## src/rtl/tone_sequencer_if.sv

```systemverilog
// Bus between the tone sequencer and its surroundings: control, note ROM port and audio sample handshake.
// The sequencer takes the slave view; the controller/ROM/audio side takes the master view.
interface tone_sequencer_if #(
  parameter int NUM_CH   = 2,
  parameter int ADDR_W   = 10,
  parameter int PERIOD_W = 20,
  parameter int TEMPO_W  = 27
);
  logic                       start;
  logic                       stop;
  logic [ADDR_W-1:0]          end_addr;
  logic [TEMPO_W-1:0]         tempo_limit;
  logic                       tempo_load;
  logic [NUM_CH-1:0]          ch_enable;
  logic [ADDR_W-1:0]          rom_addr;
  logic [NUM_CH*PERIOD_W-1:0] rom_data;
  logic                       sample_req;
  logic signed [31:0]         sample_out;
  logic                       sample_valid;
  logic                       playing;
  logic                       note_tick;

  modport master (
    output start, stop, end_addr, tempo_limit, tempo_load, ch_enable, rom_data, sample_req,
    input  rom_addr, sample_out, sample_valid, playing, note_tick
  );

  modport slave (
    input  start, stop, end_addr, tempo_limit, tempo_load, ch_enable, rom_data, sample_req,
    output rom_addr, sample_out, sample_valid, playing, note_tick
  );
endinterface

```

## src/rtl/tone_sequencer.sv

```systemverilog
// Multi-channel square-wave note sequencer: walks a note ROM at a runtime tempo and mixes one tone per channel.
// Define TONE_SEQ_LOOP_EN to wrap back to address 0 at end_addr instead of returning to IDLE.
module tone_sequencer #(
  parameter int NUM_CH    = 2,
  parameter int ADDR_W    = 10,
  parameter int PERIOD_W  = 20,
  parameter int TEMPO_W   = 27,
  parameter int AMP       = 1000000000,
  parameter int DEF_TEMPO = 9200000
) (
  input logic             CLOCK_50,
  input logic             reset,
  tone_sequencer_if.slave bus
);

  localparam int SHIFT = $clog2(NUM_CH);
  localparam int SUM_W = 32 + SHIFT;
  localparam logic signed [31:0]      CH_AMP      = $signed(32'(AMP)) >>> SHIFT;
  localparam logic signed [SUM_W-1:0] CH_AMP_X    = SUM_W'(CH_AMP);
  localparam logic [TEMPO_W-1:0]      DEF_TEMPO_V = TEMPO_W'(DEF_TEMPO);

  typedef enum logic [1:0] {IDLE, FETCH0, FETCH1, PLAY} state_t;

  state_t              state_q, state_d;
  logic [ADDR_W-1:0]   romAddr_q, romAddr_d;
  logic [TEMPO_W-1:0]  pendingTempo_q, pendingTempo_d;
  logic [TEMPO_W-1:0]  activeTempo_q, activeTempo_d;
  logic [TEMPO_W-1:0]  durCnt_q, durCnt_d;
  logic [PERIOD_W-1:0] period_q [NUM_CH];
  logic [PERIOD_W-1:0] period_d [NUM_CH];
  logic [PERIOD_W-1:0] cnt_q [NUM_CH];
  logic [PERIOD_W-1:0] cnt_d [NUM_CH];
  logic [NUM_CH-1:0]   phase_q, phase_d;
  logic signed [31:0]  sampleOut_q, sampleOut_d;
  logic                sampleValid_q, sampleValid_d;

  logic signed [SUM_W-1:0] mixSum;
  logic signed [31:0]      mix;
  logic                    noteEnd;
  logic                    lastNote;

  assign noteEnd  = (state_q == PLAY) && (durCnt_q == activeTempo_q);
  assign lastNote = (romAddr_q == bus.end_addr);

  // Each channel is pre-scaled by 1/2^SHIFT, so the widened sum can never overflow 32 bits.
  always_comb begin
    mixSum = '0;
    for (int k = 0; k < NUM_CH; k++) begin
      if ((state_q == PLAY) && bus.ch_enable[k] && (period_q[k] != '0)) begin
        mixSum = phase_q[k] ? (mixSum - CH_AMP_X) : (mixSum + CH_AMP_X);
      end
    end
    mix = mixSum[31:0];
  end

  always_comb begin
    state_d        = state_q;
    romAddr_d      = romAddr_q;
    pendingTempo_d = pendingTempo_q;
    activeTempo_d  = activeTempo_q;
    durCnt_d       = durCnt_q;
    period_d       = period_q;
    cnt_d          = cnt_q;
    phase_d        = phase_q;
    sampleOut_d    = sampleOut_q;
    sampleValid_d  = bus.sample_req;

    if (bus.tempo_load) begin
      pendingTempo_d = bus.tempo_limit;
    end
    if (bus.sample_req) begin
      sampleOut_d = mix;
    end

    unique case (state_q)
      IDLE: begin
        for (int k = 0; k < NUM_CH; k++) begin
          cnt_d[k] = '0;
        end
        phase_d = '0;
        if (bus.start) begin
          romAddr_d = '0;
          state_d   = FETCH0;
        end
      end
      FETCH0: begin
        state_d = FETCH1;
      end
      // Tempo changes are only adopted here so a note is never stretched or cut mid-way.
      FETCH1: begin
        for (int k = 0; k < NUM_CH; k++) begin
          period_d[k] = bus.rom_data[k*PERIOD_W +: PERIOD_W];
          cnt_d[k]    = '0;
        end
        phase_d       = '0;
        activeTempo_d = pendingTempo_q;
        durCnt_d      = '0;
        state_d       = PLAY;
      end
      PLAY: begin
        durCnt_d = durCnt_q + 1'b1;
        for (int k = 0; k < NUM_CH; k++) begin
          if (period_q[k] == '0) begin
            cnt_d[k]   = '0;
            phase_d[k] = 1'b0;
          end else if (cnt_q[k] == period_q[k]) begin
            cnt_d[k]   = '0;
            phase_d[k] = ~phase_q[k];
          end else begin
            cnt_d[k] = cnt_q[k] + 1'b1;
          end
        end
        if (noteEnd) begin
          durCnt_d = '0;
`ifdef TONE_SEQ_LOOP_EN
          romAddr_d = lastNote ? '0 : romAddr_q + 1'b1;
          state_d   = FETCH0;
`else
          if (lastNote) begin
            romAddr_d = '0;
            state_d   = IDLE;
          end else begin
            romAddr_d = romAddr_q + 1'b1;
            state_d   = FETCH0;
          end
`endif
        end
      end
      default: begin
        state_d = IDLE;
      end
    endcase

    if (bus.stop) begin
      state_d   = IDLE;
      romAddr_d = '0;
    end
  end

  always_ff @(posedge CLOCK_50) begin
    if (reset) begin
      state_q        <= IDLE;
      romAddr_q      <= '0;
      pendingTempo_q <= DEF_TEMPO_V;
      activeTempo_q  <= DEF_TEMPO_V;
      durCnt_q       <= '0;
      for (int k = 0; k < NUM_CH; k++) begin
        period_q[k] <= '0;
        cnt_q[k]    <= '0;
      end
      phase_q       <= '0;
      sampleOut_q   <= '0;
      sampleValid_q <= 1'b0;
    end else begin
      state_q        <= state_d;
      romAddr_q      <= romAddr_d;
      pendingTempo_q <= pendingTempo_d;
      activeTempo_q  <= activeTempo_d;
      durCnt_q       <= durCnt_d;
      period_q       <= period_d;
      cnt_q          <= cnt_d;
      phase_q        <= phase_d;
      sampleOut_q    <= sampleOut_d;
      sampleValid_q  <= sampleValid_d;
    end
  end

  assign bus.rom_addr     = romAddr_q;
  assign bus.sample_out   = sampleOut_q;
  assign bus.sample_valid = sampleValid_q;
  assign bus.playing      = (state_q != IDLE);
  assign bus.note_tick    = noteEnd;

endmodule

```

## src/flat_wrapper.sv

```systemverilog
// flat-port wrapper written by rule: the top's interface ports become plain ports
module tone_sequencer_flat 
#(
  parameter int NUM_CH    = 2,
  parameter int ADDR_W    = 10,
  parameter int PERIOD_W  = 20,
  parameter int TEMPO_W   = 27,
  parameter int AMP       = 1000000000,
  parameter int DEF_TEMPO = 9200000
)
  (CLOCK_50, reset, bus_start, bus_stop, bus_end_addr, bus_tempo_limit, bus_tempo_load, bus_ch_enable, bus_rom_data, bus_sample_req, bus_rom_addr, bus_sample_out, bus_sample_valid, bus_playing, bus_note_tick);
  tone_sequencer_if #(.NUM_CH(NUM_CH), .ADDR_W(ADDR_W), .PERIOD_W(PERIOD_W), .TEMPO_W(TEMPO_W)) bus_i ();
  input logic CLOCK_50;
  input logic reset;
  input wire logic [$bits(bus_i.start)-1:0] bus_start;
  input wire logic [$bits(bus_i.stop)-1:0] bus_stop;
  input wire logic [$bits(bus_i.end_addr)-1:0] bus_end_addr;
  input wire logic [$bits(bus_i.tempo_limit)-1:0] bus_tempo_limit;
  input wire logic [$bits(bus_i.tempo_load)-1:0] bus_tempo_load;
  input wire logic [$bits(bus_i.ch_enable)-1:0] bus_ch_enable;
  input wire logic [$bits(bus_i.rom_data)-1:0] bus_rom_data;
  input wire logic [$bits(bus_i.sample_req)-1:0] bus_sample_req;
  output wire logic [$bits(bus_i.rom_addr)-1:0] bus_rom_addr;
  output wire logic [$bits(bus_i.sample_out)-1:0] bus_sample_out;
  output wire logic [$bits(bus_i.sample_valid)-1:0] bus_sample_valid;
  output wire logic [$bits(bus_i.playing)-1:0] bus_playing;
  output wire logic [$bits(bus_i.note_tick)-1:0] bus_note_tick;
  assign bus_i.start = bus_start;
  assign bus_i.stop = bus_stop;
  assign bus_i.end_addr = bus_end_addr;
  assign bus_i.tempo_limit = bus_tempo_limit;
  assign bus_i.tempo_load = bus_tempo_load;
  assign bus_i.ch_enable = bus_ch_enable;
  assign bus_i.rom_data = bus_rom_data;
  assign bus_i.sample_req = bus_sample_req;
  assign bus_rom_addr = bus_i.rom_addr;
  assign bus_sample_out = bus_i.sample_out;
  assign bus_sample_valid = bus_i.sample_valid;
  assign bus_playing = bus_i.playing;
  assign bus_note_tick = bus_i.note_tick;
  tone_sequencer #(.NUM_CH(NUM_CH), .ADDR_W(ADDR_W), .PERIOD_W(PERIOD_W), .TEMPO_W(TEMPO_W), .AMP(AMP), .DEF_TEMPO(DEF_TEMPO)) u_core (.CLOCK_50(CLOCK_50), .reset(reset), .bus(bus_i));
endmodule
```

## config.mk

```make
export PLATFORM = sky130hd
export DESIGN_NAME = tone_sequencer_flat
export DESIGN_NICKNAME = d
export VERILOG_FILES = /design/src/rtl/tone_sequencer_if.sv /design/src/rtl/tone_sequencer.sv /design/src/flat_wrapper.sv
export SDC_FILE = /design/constraint.sdc
export NUM_CORES = 1
export LEC_CHECK = 0
export CAP_MARGIN = 20
export CORE_MARGIN = 10
export CORE_UTILIZATION = 56
export CTS_CLUSTER_SIZE = 40
export DETAILED_ROUTE_END_ITERATION = 8
export MAX_ROUTING_LAYER = met4
export PLACE_DENSITY_LB_ADDON = 0.2
export SYNTH_ARGS = -nofsm -noshare
export SYNTH_HDL_FRONTEND = slang
export SYNTH_SLANG_ARGS = --single-unit
```

## constraint.sdc

```tcl
create_clock -name CLOCK_50 -period 4.05 [get_ports CLOCK_50]
set_clock_uncertainty 0.15 [all_clocks]
set_input_delay 1.0125 -clock CLOCK_50 [delete_from_list [all_inputs] [get_ports CLOCK_50]]
set_output_delay 1.0125 -clock CLOCK_50 [all_outputs]
set_load 0.01 [all_outputs]
```

==> impl_metrics.json <==
{
  "drtAntennaViolNets": 0,
  "cts_root_buffer": "clkbuf_16",
  "port-buffer-count": 121,
  "multi_input_area_um2": 5520,
  "drt_pre_antenna_iters": 5,
  "numClockSinks": 200,
  "num_io_pins": 130,
  "cts_buffers": 17,
  "dieArea_um2": 23400,
  "min_path_type": "reg2reg",
  "seq_area_frac_synth": 0.403,
  "grt_use_total": 0.213,
  "cp.arrival_ns": 2.54,
  "rsz0062_at_grt": "false",
  "syn_area_um2": 9920,
  "startpoint_type": "flip-flop",
  "hold_buffers": 0,
  "synth_area_per_cell_um2": 8.64,
  "p_total_w": 0.00400,
  "synth_edf_count": 0,
  "final_max_slew_viol_count": 0,
  "grt_pass1_vias": 8167,
  "cpMaxStageDelayCell": "clkdlybuf4s50_1",
  "critPathMaxFanout": 8,
  "htree_levels": 4,
  "wl_per_cell_um": 17.3,
  "max_freq_mhz": 270,
  "synthCells": 1149,
  "num-fill-cells": 1458,
  "finalCriticalPeriod_ns": 3.70,
  "synth-seq-cells": 200,
  "fp.dieH_um": 153,
  "slowest_delay_ns": 0.55,
  "syn_to_final_growth_pct": 18.8,
  "slew_headroom": 0.272,
  "end_kind": "output port",
  "setup_viol": 0,
  "cts_buffer_depth": 2,
  "core_area_um2": 17400,
  "num_vias": 8704,
  "die_w_um": 153,
  "regArea_um2": 4000,
  "p_leak_nw": 3.86,
  "fin_nets": 1322,
  "dp_hpwl_mm": 18.0,
  "start_util": 0.572,
  "min-delay-start": "u_core.bus.sample_out[14]",
  "critPathKind": "reg2out",
  "routed_via_density": 5.95,
  "wl_mm": 25.3,
  "antenna_found_initial": 0,
  "post-route-period-util": 0.913,
  "finalSetupTns_ns": 0,
  "tritoncts": "built",
  "diodes": 0,
  "clk_latency_ns": 0.44,
  "grt_max_degree": 83,
  "required_ns": 2.89,
  "async_reset_ff_frac": 0,
  "rows": 48,
  "path_cells": "xnor2_1, nand4_1, nor2_1, and4_1, clkdlybuf4s50_1",
  "status": "complete, no violations",
  "path_clk_slew_ns": 0.08,
  "grt_first_pass_wirelength_mm": 41.5,
  "post_cts_buffers": 0,
  "rr_startpoint": "u_core.period_q[34]",
  "drc_errors": 0,
  "synth.distinct_cells": 64,
  "cap_violations": 0,
  "drive_gt1_frac": 0.0492,
  "yosysWarnings": 0,
  "tightest_slew_ns": 1.09,
  "overflow": 0,
  "cts.repair.resized": 0,
  "gp_congestion": 0.913,
  "dr.first_iter.drc_count": 585,
  "hold_viol": 0,
  "p_per_area_nw_per_um2": 339,
  "ir_worst_vdd_v": 0.000344,
  "synth_flop_cell": "dfxtp_1",
  "worst_setup_path_startpoint": "u_core.durCnt_q[2]"
}
-- area by class of cell --
cell class                      instances  share of cell area
Multi-Input combinational cell        853               0.468
Tap cell                              225              0.0239
Timing Repair Buffer                  135               0.113
Clock inverter                         14              0.0131
Sequential cell                       200               0.340
Inverter                               19             0.00605
Clock buffer                           18              0.0364
-- worst paths after layout --
kind,cells after the start,endpoint,slack (ns)
setup / recovery,5,bus_note_tick,0.35
hold / removal,2,u_core.bus.sample_out[14],0.30
setup reg to reg,11,u_core.bus.sample_out[15],0.42
hold reg to reg,2,u_core.bus.sample_out[14],0.30
-- critical path: cells and delay by family (launching register included) --
family	cells	cell delay, ns
simple gates	3	0.88
buf+inv	1	0.55
flops	1	0.48
xor+xnor	1	0.18
-- through the flow --
stage,utilization,hold WS (ns),std cells,setup WS [ns],area (um^2)
6_report,0.679,0.297,1464,0.351,11800
5_1_grt,0.679,0.338,1464,0.177,11800
4_1_cts,0.679,0.298,1464,0.405,11800
3_5_place_dp,0.645,0.286,1432,0.302,11200
3_3_place_gp,0.645,0.275,1432,0.363,11200
2_1_floorplan,-,0.277,1156,1.07,9950
-- cell usage after synthesis (all sizes together), types with 4 or more instances --
cell type  number  area share
a211oi          7      0.0063
buf            43       0.023
nor2b          16       0.010
nand3          32       0.016
nand4          31       0.020
nor3           25       0.013
nand2          84       0.032
dfxtp         200        0.40
inv            19      0.0072
o211ai          7      0.0053
a21oi          67       0.034
or4             5      0.0042
a311oi         50       0.044
a22oi           4      0.0030
and4            6      0.0054
or2             4      0.0025
or3            12      0.0077
o21ai          48       0.024
and2            7      0.0044
a31oi          19       0.012
mux2i          84       0.085
o31ai           5      0.0038
a21o            5      0.0038
o21a            4      0.0030
a211o          14       0.012
nor2          134       0.051
nand2b         20       0.013
and3           10      0.0063
xnor2          78       0.069
ha             11       0.014
clkbuf         41       0.017
nor4           18       0.011
a41oi           8      0.0071
-- metal layers --
layer,global-route usage,vias up,wire length [um]
met1,0.290,4097,12400
met2,0.311,263,11000
met3,0.0533,28,1630
met5,-,-,0
met4,0.0522,0,308
li1,-,4316,-
-- power breakdown --
| part | total (W) | leakage [nW] | switching (W) | internal (W) |
|---|---|---|---|---|
| logic | 0.000280 | 1.96 | 0.000137 | 0.000143 |
| clock network | 0.00170 | 0.285 | 0.000822 | 0.000878 |
| registers | 0.00202 | 1.62 | 0.0000212 | 0.00200 |
| total | 0.00400 | 3.86 | 0.000980 | 0.00302 |
-- cells in the final DEF, fill, tap and decap left out, types with 32 or more instances in the layout --
cell type,Yosys,routed
a21oi_1,67,67
a311oi_1,50,50
clkdlybuf4s50_1,0,120
dfxtp_1,200,200
mux2i_1,84,84
nand2_1,83,83
nand3_1,32,32
nor2_1,133,133
o21ai_0,47,47
xnor2_1,78,78
-- kinds of logic after synthesis --
family	after synthesis	share of synthesized area
mux	85	0.0859
simple gates	412	0.203
flops	200	0.403
other cells	1	0.000378
xor+xnor	81	0.0715
buf+inv	103	0.0473
fa+ha+maj	11	0.0139
compound gates	256	0.175
-- registers in the layout, summed over array words and instances, names as in the netlist --
name / flops
u_core.bus.sample_out: 24
u_core.bus.rom_addr: 10
u_core.bus.sample_valid: 1
u_core.phase_q: 2
u_core.state_q: 2
u_core.activeTempo_q: 27
u_core.cnt_q: 40
u_core.durCnt_q: 27
u_core.pendingTempo_q: 27
u_core.period_q: 40
(Power assumes the default switching activity.)
